**config.mk**
```make
export PLATFORM = sky130hd
export DESIGN_NAME = alu_share_arbiter
export DESIGN_NICKNAME = d
export VERILOG_FILES = /design/src/rtl/alu_pkg.sv /design/src/rtl/alu_core.sv /design/src/rtl/alu_share_arbiter.sv
export SDC_FILE = /design/constraint.sdc
export NUM_CORES = 1
export LEC_CHECK = 0
export ABC_AREA = 1
export CAP_MARGIN = 20
export CELL_PAD_IN_SITES_DETAIL_PLACEMENT = 1
export CELL_PAD_IN_SITES_GLOBAL_PLACEMENT = 1
export CORE_ASPECT_RATIO = 0.75
export CORE_UTILIZATION = 41
export CTS_BUF_LIST = sky130_fd_sc_hd__clkbuf_8
export CTS_CLUSTER_DIAMETER = 150
export DETAILED_ROUTE_END_ITERATION = 12
export PLACE_DENSITY_LB_ADDON = 0.2
export SETUP_SLACK_MARGIN = 0.4
export SLEW_MARGIN = 40
export SYNTH_ARGS = -nofsm -noshare
export SYNTH_HDL_FRONTEND = slang
export SYNTH_SLANG_ARGS = --single-unit
```
**constraint.sdc**
```tcl
create_clock -name clk -period 9.9 [get_ports clk]
set_input_delay 1.485 -clock clk [delete_from_list [all_inputs] [get_ports clk]]
set_output_delay 1.485 -clock clk [all_outputs]
set_load 0.01 [all_outputs]
```
**src/rtl/alu_pkg.sv**
```systemverilog
// rtl/alu_pkg.sv - ALU control codes, control width and output-register state encoding
package alu_pkg;

  localparam int CTRL_W = 4;

  localparam logic [CTRL_W-1:0] ALU_ADD  = 4'b0000;
  localparam logic [CTRL_W-1:0] ALU_SUB  = 4'b0001;
  localparam logic [CTRL_W-1:0] ALU_AND  = 4'b0010;
  localparam logic [CTRL_W-1:0] ALU_OR   = 4'b0011;
  localparam logic [CTRL_W-1:0] ALU_SLL  = 4'b0100;
  localparam logic [CTRL_W-1:0] ALU_SLT  = 4'b0101;
  localparam logic [CTRL_W-1:0] ALU_SRL  = 4'b0110;
  localparam logic [CTRL_W-1:0] ALU_SRA  = 4'b0111;
  localparam logic [CTRL_W-1:0] ALU_XOR  = 4'b1000;
  localparam logic [CTRL_W-1:0] ALU_SLTU = 4'b1001;

  typedef enum logic {
    ST_EMPTY = 1'b0,
    ST_FULL  = 1'b1
  } state_e;

endpackage

```
**src/rtl/alu_core.sv**
```systemverilog
// rtl/alu_core.sv - purely combinational RV32I integer ALU, flags unknown control codes
module alu_core
  import alu_pkg::*;
#(
  parameter int XLEN = 32
) (
  input  logic [CTRL_W-1:0] ctrl_i,
  input  logic [XLEN-1:0]   a_i,
  input  logic [XLEN-1:0]   b_i,
  output logic [XLEN-1:0]   result_o,
  output logic              zero_o,
  output logic              err_o
);

  localparam int SH_W = $clog2(XLEN);

  logic [SH_W-1:0] shamt;
  assign shamt = b_i[SH_W-1:0];

  always_comb begin
    result_o = '0;
    err_o    = 1'b0;
    case (ctrl_i)
      ALU_ADD:  result_o = a_i + b_i;
      ALU_SUB:  result_o = a_i - b_i;
      ALU_AND:  result_o = a_i & b_i;
      ALU_OR:   result_o = a_i | b_i;
      ALU_SLL:  result_o = a_i << shamt;
      ALU_SLT:  result_o = {{(XLEN-1){1'b0}}, $signed(a_i) < $signed(b_i)};
      ALU_SRL:  result_o = a_i >> shamt;
      ALU_SRA:  result_o = XLEN'($signed(a_i) >>> shamt);
      ALU_XOR:  result_o = a_i ^ b_i;
      ALU_SLTU: result_o = {{(XLEN-1){1'b0}}, a_i < b_i};
      default:  err_o    = 1'b1;
    endcase
  end

  assign zero_o = (result_o == '0);

endmodule

```
**src/rtl/alu_share_arbiter.sv**
```systemverilog
// rtl/alu_share_arbiter.sv - two-requester arbiter around one shared ALU with a registered result
// Build option: ALU_ARB_FIXED_PRIO_EN makes requester 0 win every tie instead of round-robin.
module alu_share_arbiter
  import alu_pkg::*;
#(
  parameter int XLEN   = 32,
  parameter int CTRL_W = 4
) (
  input  logic              clk,
  input  logic              rst_n,
  input  logic [1:0]        req_valid,
  output logic [1:0]        req_ready,
  input  logic [CTRL_W-1:0] req_ctrl0,
  input  logic [CTRL_W-1:0] req_ctrl1,
  input  logic [XLEN-1:0]   req_a0,
  input  logic [XLEN-1:0]   req_a1,
  input  logic [XLEN-1:0]   req_b0,
  input  logic [XLEN-1:0]   req_b1,
  output logic [1:0]        rsp_valid,
  input  logic [1:0]        rsp_ready,
  output logic [XLEN-1:0]   rsp_result,
  output logic              rsp_zero,
  output logic              rsp_err,
  output logic              stall0
);

  state_e            state_q, state_d;
  logic              owner_q, owner_d;
  logic              last_q, last_d;
  logic [XLEN-1:0]   result_q, result_d;
  logic              zero_q, zero_d;
  logic              err_q, err_d;

  logic              accept;
  logic [1:0]        grant;
  logic [CTRL_W-1:0] alu_ctrl;
  logic [XLEN-1:0]   alu_a, alu_b, alu_res;
  logic              alu_zero, alu_err;

  // A full register can be refilled in the same cycle its owner drains it.
  always_comb begin
    accept = rst_n && ((state_q == ST_EMPTY) || rsp_ready[owner_q]);
    grant  = 2'b00;
    if (accept) begin
      case (req_valid)
        2'b01:   grant = 2'b01;
        2'b10:   grant = 2'b10;
`ifdef ALU_ARB_FIXED_PRIO_EN
        2'b11:   grant = 2'b01;
`else
        2'b11:   grant = last_q ? 2'b01 : 2'b10;
`endif
        default: grant = 2'b00;
      endcase
    end
  end

  assign alu_ctrl = grant[1] ? req_ctrl1 : req_ctrl0;
  assign alu_a    = grant[1] ? req_a1    : req_a0;
  assign alu_b    = grant[1] ? req_b1    : req_b0;

  alu_core #(
    .XLEN (XLEN)
  ) u_alu_core (
    .ctrl_i   (alu_ctrl),
    .a_i      (alu_a),
    .b_i      (alu_b),
    .result_o (alu_res),
    .zero_o   (alu_zero),
    .err_o    (alu_err)
  );

  always_comb begin
    state_d  = state_q;
    owner_d  = owner_q;
    last_d   = last_q;
    result_d = result_q;
    zero_d   = zero_q;
    err_d    = err_q;
    if (grant != 2'b00) begin
      state_d  = ST_FULL;
      owner_d  = grant[1];
      last_d   = grant[1];
      result_d = alu_res;
      zero_d   = alu_zero;
      err_d    = alu_err;
    end else if ((state_q == ST_FULL) && rsp_ready[owner_q]) begin
      state_d  = ST_EMPTY;
    end
  end

  always_ff @(posedge clk or negedge rst_n) begin
    if (!rst_n) begin
      state_q  <= ST_EMPTY;
      owner_q  <= 1'b0;
      last_q   <= 1'b1;
      result_q <= '0;
      zero_q   <= 1'b0;
      err_q    <= 1'b0;
    end else begin
      state_q  <= state_d;
      owner_q  <= owner_d;
      last_q   <= last_d;
      result_q <= result_d;
      zero_q   <= zero_d;
      err_q    <= err_d;
    end
  end

  assign req_ready  = grant;
  assign stall0     = rst_n & req_valid[0] & ~grant[0];
  assign rsp_valid  = (state_q == ST_FULL) ? (owner_q ? 2'b10 : 2'b01) : 2'b00;
  assign rsp_result = result_q;
  assign rsp_zero   = zero_q;
  assign rsp_err    = err_q;

endmodule

```
==> summary.md, run 1 <==
| Metric | Value |
|---|---|
| Result of the run | `finished, final reports clean` |
| Net switching fraction of the power | `66.1%` |
| Final Util | `48.0%` |
| Post-CTS resize count | `0` |
| Stage delay of the slowest cell on the critical path | `around 0.79 ns` |
| Slew at the pin closest to its max-slew limit | `0.903 ns` |
| Cell mode on critical path | `sky130_fd_sc_hd__nand2_1` |
| Most used flip-flop cell after synthesis | `sky130_fd_sc_hd__dfrtp_1` |
| Final worst-path setup slack | `between 2 and 2.5 ns` |
| Setup TNS | `0 ns` |
| Layout cells sized above 1 | `3.20%` |
| Internal power summed over all cells | `0.000978 W` |
| Final estimated routing congestion in global placement | `1.09` |
| Number of routed nets with antenna violations | `0` |
| Depth of the CTS H-tree | `2` |
| Total Routed Length | `72700 µm` |
| Kind of capture point of the worst setup path | `register` |
| Global-route wire length before repair | `106000 µm` |
| Largest fanout on the critical path | `50` |
| Die boundary height | `154 µm` |
| Total GRT Usage | `45.0%` |
| Detail Placement HPWL | `61600 µm` |
| Part of the power in registers | `under 10%` |
| Most common cell in the netlist | `sky130_fd_sc_hd__nand2_1` |
| Wire per inst | `between 20 and 25 µm` |
| Number of vias in the routed layout | `17900` |
| Unrepaired setup endpoints after global routing | `false` |
| Cell Pwr Density | `200 nW/µm²` |
| Classification of the worst setup path | `in -> reg` |
| Post-Syn Nets | `2689` |
| Seq/Total Area, Yosys | `between 7 and 8%` |
| Number of enable-type register cells in the synthesized netlist | `0` |
| Mean cell area of the mapped netlist | `5.13 µm²` |
| Synth async-reset ratio | `100%` |
| Cell type with the highest aggregate area in the netlist | `sky130_fd_sc_hd__nand2_1` |
| Number of buffer cells added on primary ports | `180` |
| Pin count of the biggest net entering global routing | `73` |
| Post-CTS Setup Repair Bufs | `0` |
| Diodes inserted | `0` |
| Setup violation total in the final timing report | `0` |
| Clock-pin slew on the worst setup and hold paths | `0.07 ns` |
| Max frequency | `135 MHz` |
| Netlist area before placement | `12600 µm²` |
| Nets | `~2800` |
| Data arrival at the endpoint of the critical path | `7.65 ns` |
| Pins Over Slew Limit | `0` |
| Static leakage power | `7.49 nW` |
| Per-cell via count in the routed design | `6.13` |
| Area of the core | `30100 µm²` |
| Antenna violations before repair | `1` |
| Clk root buf | `sky130_fd_sc_hd__clkbuf_8` |
| Number of remaining DRC errors | `0` |
| Main area contributors after synthesis | `sky130_fd_sc_hd__nand2_1 23%, sky130_fd_sc_hd__nand3_1 16%, sky130_fd_sc_hd__ha_1 9.9%` |
| Fraction of the cycle the final worst path needs | `around 75%` |
| Fraction of synthesized cell area taken by the top area cell type | `a little under a quarter` |
| Total I/O pin count | `181` |
| Combinational cell fraction of total power | `87.5%` |
| Kind of cell adding the most delay to the critical path | `simple AND/OR/NAND/NOR gates` |
| Distinct cell type count after synthesis | `52` |
| Detailed Routing Iterations Pass 1 | `5` |
| Final-layout worst hold slack | `about 0.48 ns` |
| Net switching power | `0.00191 W` |
| Worst setup timing slack at the placement stage | `about 2.4 ns` |
| Area growth from synthesis to layout | `15.2%` |
| TritonCTS clock tree | `yes` |
| Insertion delay of the later-clocked pin in the worst-skew pair | `0.29 ns` |
| Share of power burned in the clock network | `3.9%` |
| Die Width | `204 µm` |
| Required time of the critical path | `10.12 ns` |
| Cell count after synthesis | `around 2400` |
| Number of storage elements in the synthesis netlist | `37` |
| Row cnt | `55` |
| Launching element type of the critical path | `input pin` |
| Starting DRT DRC Count | `2596` |
| Hold WC Path Type | `reg -> reg` |
| Syn. warnings | `0` |
| Period minus WS final | `between 7 and 8 ns` |
| Number of global-route vias before repair | `16600` |
| Residual overflow from global routing | `0` |
| Synth top cells by count | `773 x sky130_fd_sc_hd__nand2_1, 412 x sky130_fd_sc_hd__nand3_1, 302 x sky130_fd_sc_hd__inv_1` |
| Clk_skew | `just under 0.004 ns` |
| Number of hold-slack violations in the final timing report | `0` |
| Hold_buf cts | `0` |
| Slew Limit Headroom | `39.2%` |
| Overall die area | `31300 µm²` |
| CTS Sinks | `37` |
| Count of maximum capacitance violations | `0` |
| Largest buffer count on any clock path | `2` |
| IR drop worst, VDD | `0.0000778 V` |
| Library cell contributing the largest single delay on the critical path | `sky130_fd_sc_hd__clkinv_1` |
| Initial Util | `41.6%` |
| Number of buffers created by CTS | `5` |
| Worst path buffer plus inverter count | `4` |
## tightest hold or removal path, delay by kind of cell (launching register included)
family | cells | cell delay (ns)
and+or+nand+nor | 2 | 0.12
DFF | 1 | 0.34
## cells in the final DEF, fill, tap and decap left out, types with 4 or more instances in the layout
| cell type | synthesis | routed |
|---|---|---|
| sky130_fd_sc_hd__nand2_1 | 773 | 772 |
| sky130_fd_sc_hd__nand3_1 | 412 | 412 |
| sky130_fd_sc_hd__inv_1 | 302 | 301 |
| sky130_fd_sc_hd__nor2_1 | 233 | 231 |
| sky130_fd_sc_hd__clkdlybuf4s50_1 | 0 | 179 |
| sky130_fd_sc_hd__a21oi_1 | 139 | 139 |
| sky130_fd_sc_hd__o21ai_0 | 113 | 113 |
| sky130_fd_sc_hd__ha_1 | 99 | 99 |
| sky130_fd_sc_hd__dfrtp_1 | 36 | 36 |
| sky130_fd_sc_hd__nor3_1 | 25 | 25 |
| sky130_fd_sc_hd__nand3b_1 | 24 | 24 |
| sky130_fd_sc_hd__o21ai_1 | 22 | 22 |
| sky130_fd_sc_hd__o22ai_1 | 21 | 21 |
| sky130_fd_sc_hd__nand4_1 | 20 | 20 |
| sky130_fd_sc_hd__nand2_2 | 15 | 16 |
| sky130_fd_sc_hd__o211ai_1 | 13 | 13 |
| sky130_fd_sc_hd__buf_4 | 20 | 12 |
| sky130_fd_sc_hd__o21ai_2 | 11 | 11 |
| sky130_fd_sc_hd__inv_2 | 7 | 7 |
| sky130_fd_sc_hd__clkbuf_8 | 0 | 7 |
| sky130_fd_sc_hd__nor2_2 | 6 | 6 |
| sky130_fd_sc_hd__and3_1 | 5 | 5 |
| sky130_fd_sc_hd__o21a_1 | 5 | 5 |
| sky130_fd_sc_hd__o21bai_1 | 5 | 5 |
| sky130_fd_sc_hd__nor2_4 | 2 | 4 |
| sky130_fd_sc_hd__a31oi_1 | 4 | 4 |
## through the flow
step,instances,area [µm²],total power (W)
6_report,2929,14500,0.00289
5_1_grt,2929,14500,0.00305
4_1_cts,2928,14400,0.00277
3_5_place_dp,2920,14300,0.00264
3_3_place_gp,2919,14300,0.00258
2_1_floorplan,2446,12600,0.00174
## routing by layer
layer	up-vias	GRT usage, %	part of all wire [%]
met5	-	0	0
met4	0	15.6	3.9
met3	134	14.1	14
met2	1143	61.8	39
met1	8596	64.8	43
li1	8068	-	-
## sequential cells by signal (all words and copies together) (netlist names)
name	cells
rsp_err	1
rsp_zero	1
rsp_result	32
owner_q	1
last_q	1
state_q	1
## power groups by stage
stage | Sequential (W) | Clock, W | Combinational, W
6_report | 0.000247 | 0.000113 | 0.00253
4_1_cts | 0.000247 | 0.000115 | 0.00240
3_5_place_dp | 0.000250 | 0 | 0.00239
5_1_grt | 0.000253 | 0.000122 | 0.00267
2_1_floorplan | 0.000265 | 0 | 0.00148
3_3_place_gp | 0.000244 | 0 | 0.00234
## final cells by class
cell class,instances,area (µm²)
clock buffer,7,96.3
clock inverter,1,5.00
fill,4495,15700
inverter,310,1160
multi-input combinational,1981,9840
sequential,37,927
tap,399,499
timing repair buffer,194,1930
## final timing paths
path	start	end	slack (ns)	depth (start not counted)
max	rsp_ready[1]	rsp_zero	2.48	25
min	rsp_result[6]	rsp_result[6]	0.48	2
max reg2reg	owner_q	rsp_zero	3.64	25
min reg2reg	rsp_result[6]	rsp_result[6]	0.48	2
max in group asynchronous	rst_n	last_q	8.28	2
min in group asynchronous	rst_n	rsp_result[18]	1.25	2
## cells by family after synthesis
kind of cell	share of synthesized area, %
and+or+nand+nor	52.4
buffers and inverters	14.4
AOI/OAI and AO/OA	15.6
adders and majority gates	10.2
DFF	7.39
muxes	0.0797
(Power assumes the default switching activity.)
==> run 2, diff against run 1 <==
--- a/config.mk
+++ b/config.mk
@@ -10,7 +10,7 @@
 export CELL_PAD_IN_SITES_DETAIL_PLACEMENT = 1
 export CELL_PAD_IN_SITES_GLOBAL_PLACEMENT = 1
 export CORE_ASPECT_RATIO = 0.75
-export CORE_UTILIZATION = 41
+export CORE_UTILIZATION = 38
 export CTS_BUF_LIST = sky130_fd_sc_hd__clkbuf_8
 export CTS_CLUSTER_DIAMETER = 150
 export DETAILED_ROUTE_END_ITERATION = 12
==> constraint.sdc (replaced) <==
create_clock -name clk -period 7 [get_ports clk]
set_input_delay 1.05 -clock clk [delete_from_list [all_inputs] [get_ports clk]]
set_output_delay 1.05 -clock clk [all_outputs]
set_load 0.01 [all_outputs]
==> summary.md, run 2 (synthesized netlist as in run 1, its figures left out) <==
| Metric | Value |
|---|---|
| Result of the run | `finished, final reports clean` |
| Count of maximum capacitance violations | `0 (unchanged)` |
| Detailed Routing Iterations Pass 1 | `6 (+1)` |
| Net switching power | `0.00273 W (+43%)` |
| Overall die area | `33800 µm² (+7.8%)` |
| TritonCTS clock tree | `yes` |
| Area used by multi-input combinational logic | `9840 µm² (about the same)` |
| Number of routed nets with antenna violations | `0 (unchanged)` |
| Total GRT Usage | `43.1% (-1.8 points)` |
| Pins Over Slew Limit | `0 (unchanged)` |
| Share of power burned in the clock network | `3.5% (-0.4 points)` |
| Largest buffer count on any clock path | `2 (unchanged)` |
| Required time of the critical path | `7.23 ns (-2.89 ns)` |
| Max frequency | `about 170 MHz` |
| Post-CTS Setup Repair Bufs | `0 (unchanged)` |
| Combinational cell fraction of total power | `88.2% (+0.7 points)` |
| Number of flip-flops under the largest register name | `32 (unchanged)` |
| Starting DRT DRC Count | `2637 (+1.6%)` |
| Worst path buffer plus inverter count | `6 (+2)` |
| Number of remaining DRC errors | `0 (unchanged)` |
| Initial Util | `38.7% (-3.0 points)` |
| Area of the core | `32400 µm² (+7.7%)` |
| # fillers | `4792 (+6.6%)` |
| Stage delay of the slowest cell on the critical path | `0.58 ns (-0.21 ns)` |
| Die boundary height | `159 µm (+3.8%)` |
| Kind of cell adding the most delay to the critical path | `simple AND/OR/NAND/NOR gates` |
| Total I/O pin count | `181 (unchanged)` |
| Slew at the pin closest to its max-slew limit | `0.918 ns (+0.0151 ns)` |
| Clk root buf | `sky130_fd_sc_hd__clkbuf_8` |
| Launching element type of the critical path | `input pin` |
| Cell count after placement | `2987 (+2.3%)` |
| Per-cell via count in the routed design | `6.01 (-1.9%)` |
| IR drop worst, VDD | `0.000119 V (+53%)` |
| Area after detailed placement | `14600 µm² (+1.7%)` |
| Detail Placement HPWL | `62700 µm (+1.9%)` |
| Antenna violations before repair | `1 (unchanged)` |
| Total Routed Length | `74300 µm (+2.2%)` |
| Final estimated routing congestion in global placement | `1.06 (-3.4%)` |
| CTS Sinks | `37 (unchanged)` |
| Number of buffers created by CTS | `5 (unchanged)` |
| Nets | `2795 (+0.83%)` |
| Most common library cell in the layout ignoring fill and taps | `sky130_fd_sc_hd__nand2_1` |
| Global-route wire length before repair | `109000 µm (+2.9%)` |
| Number of hold-slack violations in the final timing report | `0 (unchanged)` |
| Largest fanout on the critical path | `55 (+10%)` |
| Net switching fraction of the power | `66.3% (+0.14 points)` |
| Residual overflow from global routing | `0 (unchanged)` |
| Layout cells sized above 1 | `4.07% (+0.87 points)` |
| Setup violation total in the final timing report | `0 (unchanged)` |
| Unrepaired setup endpoints after global routing | `false` |
| Slew Limit Headroom | `38.2% (-1.0 points)` |
| Area growth from synthesis to layout | `16.8%` |
| Wire per inst | `24.8 µm (about the same)` |
| Cell mode on critical path | `sky130_fd_sc_hd__nand2_1` |
| Depth of the CTS H-tree | `2 (unchanged)` |
| Die Width | `212 µm (+3.8%)` |
| Setup TNS | `0 ns (unchanged)` |
| Post-CTS resize count | `0 (unchanged)` |
| Post-route cell area | `14700 µm² (+1.4%)` |
| Number of vias in the routed layout | `18000 (+0.35%)` |
| Cell Pwr Density | `281 nW/µm² (+41%)` |
| Final non-filler cell total | `2996 (+2.3%)` |
| Storage element area | `927 µm² (unchanged)` |
| Insertion delay of the later-clocked pin in the worst-skew pair | `0.30 ns (about the same)` |
| Final Util | `45.2% (-2.8 points)` |
| Number of global-route vias before repair | `17000 (+2.7%)` |
| Commonest cells after routing, fill and taps aside | `772 x sky130_fd_sc_hd__nand2_1, 412 x sky130_fd_sc_hd__nand3_1, 303 x sky130_fd_sc_hd__inv_1, 230 x sky130_fd_sc_hd__nor2_1, 179 x sky130_fd_sc_hd__clkdlybuf4s50_1` |
| Library cell contributing the largest single delay on the critical path | `sky130_fd_sc_hd__ha_1` |
| Hold_buf cts | `0 (unchanged)` |
| Number of buffer cells added on primary ports | `180 (unchanged)` |
| Data arrival at the endpoint of the critical path | `6.13 ns (-1.52 ns)` |
| Internal power summed over all cells | `0.00139 W (+42%)` |
| Clk_skew | `0.00556 ns (+0.00172 ns)` |
| Fraction of the cycle the final worst path needs | `a little over four fifths` |
| Kind of capture point of the worst setup path | `register` |
| Row cnt | `57 (+3.6%)` |
| Hold WC Path Type | `reg -> reg` |
| Pin count of the biggest net entering global routing | `70 (-4.1%)` |
| Part of the power in registers | `8.4% (-0.2 points)` |
| Clock-pin slew on the worst setup and hold paths | `0.07 ns (about the same)` |
| Static leakage power | `7.60 nW (+1.4%)` |
| Period minus WS final | `5.89 ns` |
| Classification of the worst setup path | `in -> reg` |
==> run 2: final timing paths <==
check,from,end,slack [ns],cells past startpoint
max,req_valid[0],rsp_zero,1.11,27
min in group asynchronous,rst_n,rsp_result[25],0.87,2
max in group asynchronous,rst_n,last_q,5.78,2
min reg2reg,rsp_result[24],rsp_result[24],0.48,2
min,rsp_result[24],rsp_result[24],0.48,2
max reg2reg,last_q,rsp_zero,1.83,26
==> run 2: final cells by class <==
cell class	count	area share (%)
flip-flops and latches	37	6.33
clock inverters	3	0.0939
well taps	442	3.77
multi-input cells	1981	67.1
inverters	310	7.94
clock buffers	5	0.470
repair buffers	217	14.2
diodes	1	0.0171
==> run 2: power by group through the flow <==
stage | clock network, W | registers, W | logic [W]
6_report | 0.000142 | 0.000346 | 0.00363
5_1_grt | 0.000151 | 0.000355 | 0.00387
4_1_cts | 0.000146 | 0.000346 | 0.00348
3_5_place_dp | 0 | 0.000350 | 0.00347
3_3_place_gp | 0 | 0.000344 | 0.00340
2_1_floorplan | 0 | 0.000375 | 0.00209
==> run 2: stage by stage <==
stage	hold slack, ns	power [W]	setup WS (ns)
floorplan	0.483	0.00246	2.66
global placement	0.459	0.00374	1.04
detailed placement	0.467	0.00382	1.01
CTS	0.486	0.00397	1.30
global route	0.518	0.00437	0.908
finish	0.480	0.00412	1.11
==> run 2: metal layers <==
| layer | vias up | GRT usage (%) | share of wire, % |
|---|---|---|---|
| met3 | 122 | 10.0 | 13 |
| met1 | 8696 | 63.3 | 44 |
| met4 | 0 | 15.4 | 4.0 |
| met2 | 1062 | 60.3 | 39 |
| met5 | - | 0 | 0 |
| li1 | 8123 | - | - |
==> run 2: worst reg2reg max path, delay by kind of cell (launching register included) <==
kind                       cells  cell delay [ns]
and+or+nand+nor               14             1.78
AOI/OAI and AO/OA              6             1.29
DFF                            1             0.53
buffers and inverters          5             0.92
adders and majority gates      1             0.58
==> run 3, diff against run 2 <==
==> constraint.sdc (replaced) <==
create_clock -name clk -period 5.8 [get_ports clk]
set_input_delay 0.87 -clock clk [delete_from_list [all_inputs] [get_ports clk]]
set_output_delay 0.87 -clock clk [all_outputs]
set_load 0.01 [all_outputs]
==> summary.md, run 3 (synthesized netlist as in run 1, its figures left out) <==
| Metric | Value |
|---|---|
| Slew Limit Headroom | `42.1% (+3.9 points)` |
| Insertion delay of the later-clocked pin in the worst-skew pair | `0.29 ns (about the same)` |
| Number of hold-slack violations in the final timing report | `0 (unchanged)` |
| Post-route cell area | `14800 µm² (+1.0%)` |
| IR drop worst, VDD | `0.000159 V (+33%)` |
| Antenna violations before repair | `2 (+1)` |
| Launching element type of the critical path | `input pin` |
| Required time of the critical path | `6.03 ns (-1.20 ns)` |
| Total Routed Length | `74400 µm (+0.15%)` |
| Setup TNS | `0 ns (unchanged)` |
| Layout cells sized above 1 | `4.64% (+0.57 points)` |
| Commonest cells after routing, fill and taps aside | `772 x sky130_fd_sc_hd__nand2_1, 412 x sky130_fd_sc_hd__nand3_1, 305 x sky130_fd_sc_hd__inv_1, 228 x sky130_fd_sc_hd__nor2_1, 179 x sky130_fd_sc_hd__clkdlybuf4s50_1` |
| Number of remaining DRC errors | `0 (unchanged)` |
| Cell Pwr Density | `340 nW/µm² (+21%)` |
| Number of buffer cells added on primary ports | `180 (unchanged)` |
| Global-route wire length before repair | `110000 µm (+0.70%)` |
| TritonCTS clock tree | `yes` |
| Residual overflow from global routing | `0 (unchanged)` |
| Pins Over Slew Limit | `0 (unchanged)` |
| Number of buffers created by CTS | `5 (unchanged)` |
| Static leakage power | `7.66 nW (+0.82%)` |
| Max frequency | `approximately 190 MHz` |
| Clock-pin slew on the worst setup and hold paths | `0.07 ns (about the same)` |
| # fillers | `4780 (-0.25%)` |
| Final Util | `45.6% (+0.47 points)` |
| Depth of the CTS H-tree | `2 (unchanged)` |
| Classification of the worst setup path | `in -> reg` |
| Starting DRT DRC Count | `2591 (-1.7%)` |
| Period minus WS final | `between 5 and 6 ns` |
| Clk root buf | `sky130_fd_sc_hd__clkbuf_8` |
| Area after detailed placement | `14700 µm² (+0.65%)` |
| Die Width | `212 µm (unchanged)` |
| Die boundary height | `159 µm (unchanged)` |
| Nets | `2805 (+0.36%)` |
| Number of flip-flops under the largest register name | `32 (unchanged)` |
| Storage element area | `927 µm² (unchanged)` |
| Count of maximum capacitance violations | `0 (unchanged)` |
| Total GRT Usage | `43.5% (+0.34 points)` |
| Area used by multi-input combinational logic | `9880 µm² (+0.41%)` |
| Total I/O pin count | `181 (unchanged)` |
| Row cnt | `57 (unchanged)` |
| Number of routed nets with antenna violations | `0 (unchanged)` |
| Overall power of the completed layout | `0.00503 W (+22%)` |
| Result of the run | `finished, final reports clean` |
| Unrepaired setup endpoints after global routing | `false` |
| Data arrival at the endpoint of the critical path | `5.46 ns (-0.67 ns)` |
| Largest buffer count on any clock path | `2 (unchanged)` |
| Pin count of the biggest net entering global routing | `70 (unchanged)` |
| Overall die area | `33800 µm² (unchanged)` |
| Wire per inst | `24.7 µm (-0.19%)` |
| Kind of capture point of the worst setup path | `register` |
| Clk_skew | `0.00327 ns (-0.00228 ns)` |
| Cell count after placement | `2997 (+0.33%)` |
| Post-CTS Setup Repair Bufs | `0 (unchanged)` |
| Per-cell via count in the routed design | `5.97 (-0.69%)` |
| Final estimated routing congestion in global placement | `1.10 (+4.1%)` |
| CTS Sinks | `37 (unchanged)` |
| Initial Util | `38.7% (unchanged)` |
| Final non-filler cell total | `3006 (+0.33%)` |
| Area of the core | `32400 µm² (unchanged)` |
| Detail Placement HPWL | `62900 µm (+0.28%)` |
| Setup violation total in the final timing report | `0 (unchanged)` |
| Area growth from synthesis to layout | `18.0%` |
| Slew at the pin closest to its max-slew limit | `0.868 ns (-0.0496 ns)` |
| Number of global-route vias before repair | `17100 (+0.16%)` |
| Hold WC Path Type | `reg -> reg` |
| Largest fanout on the critical path | `47 (-15%)` |
| Fraction of the cycle the final worst path needs | `90.2%` |
| Number of vias in the routed layout | `17900 (-0.36%)` |
| Most common library cell in the layout ignoring fill and taps | `sky130_fd_sc_hd__nand2_1` |
| Detailed Routing Iterations Pass 1 | `6 (unchanged)` |
run 3: critical path, cell delays in order:
cell	delay (ns)
sky130_fd_sc_hd__clkdlybuf4s50_1	0.48
sky130_fd_sc_hd__nand2_1	0.09
sky130_fd_sc_hd__nor2_4	0.21
sky130_fd_sc_hd__nand2_8	0.18
sky130_fd_sc_hd__buf_12	0.25
sky130_fd_sc_hd__o21ai_4	0.28
sky130_fd_sc_hd__inv_1	0.12
sky130_fd_sc_hd__ha_1	0.38
sky130_fd_sc_hd__nand2_1	0.07
sky130_fd_sc_hd__a21oi_1	0.13
sky130_fd_sc_hd__inv_1	0.05
sky130_fd_sc_hd__nand2_1	0.20
sky130_fd_sc_hd__nand2_1	0.11
sky130_fd_sc_hd__nand2_1	0.13
sky130_fd_sc_hd__nand2_1	0.07
sky130_fd_sc_hd__nand2_1	0.23
sky130_fd_sc_hd__inv_1	0.20
sky130_fd_sc_hd__nor2_1	0.12
sky130_fd_sc_hd__nor2_1	0.05
sky130_fd_sc_hd__nor2_1	0.26
sky130_fd_sc_hd__nand2_1	0.11
sky130_fd_sc_hd__nor2_1	0.26
sky130_fd_sc_hd__nand2_1	0.10
sky130_fd_sc_hd__nor2_1	0.14
sky130_fd_sc_hd__nand3_1	0.09
sky130_fd_sc_hd__nor2_1	0.09
sky130_fd_sc_hd__nand2_1	0.05
sky130_fd_sc_hd__nand2_1	0.05
run 3: final timing paths:
check / from / to / slack (ns) / cells after the start
max: req_valid[1] / rsp_zero / 0.57 / 28
min: rsp_result[17] / rsp_result[17] / 0.48 / 1
max reg2reg: last_q / rsp_zero / 1.12 / 26
min reg2reg: rsp_result[17] / rsp_result[17] / 0.48 / 1
max in group asynchronous: rst_n / last_q / 4.70 / 2
min in group asynchronous: rst_n / rsp_result[28] / 0.74 / 2
run 3: metal layers:
metal	GRT usage, %	share of wire [%]	vias up	wire length, µm
met4	15.4	4.1	2	3080
met2	62.8	40	1071	30000
met1	63.3	44	8580	32900
met5	0	0.022	-	16
li1	-	-	8144	-
met3	8.32	11	141	8380
run 3: repair_timing:
action	4_1_cts	5_1_grt
setup endpoints to repair	1	1
gates resized for setup	1	19
hold buffers	0	0
run 3: area by class of cell:
| type | instances | area share (%) |
|---|---|---|
| multi-input combinational | 1981 | 66.7 |
| timing repair buffer | 227 | 14.9 |
| inverter | 310 | 7.86 |
| sequential | 37 | 6.26 |
| tap | 442 | 3.73 |
| clock buffer | 5 | 0.465 |
| clock inverter | 3 | 0.0760 |
| antenna | 1 | 0.0169 |
run 3: where the power goes:
group	switching [W]	internal, W	leakage, nW
clock network	0.0000855	0.0000800	0.0519
logic	0.00316	0.00128	7.13
registers	0.0000614	0.000358	0.476
run 3: through the flow:
step / hold slack (ns) / setup slack, ns
final: 0.483 / 0.568
after global routing: 0.503 / 0.418
after CTS: 0.484 / 0.448
after detailed placement: 0.468 / 0.0495
after global placement: 0.459 / 0.127
after floorplan: 0.483 / 1.64
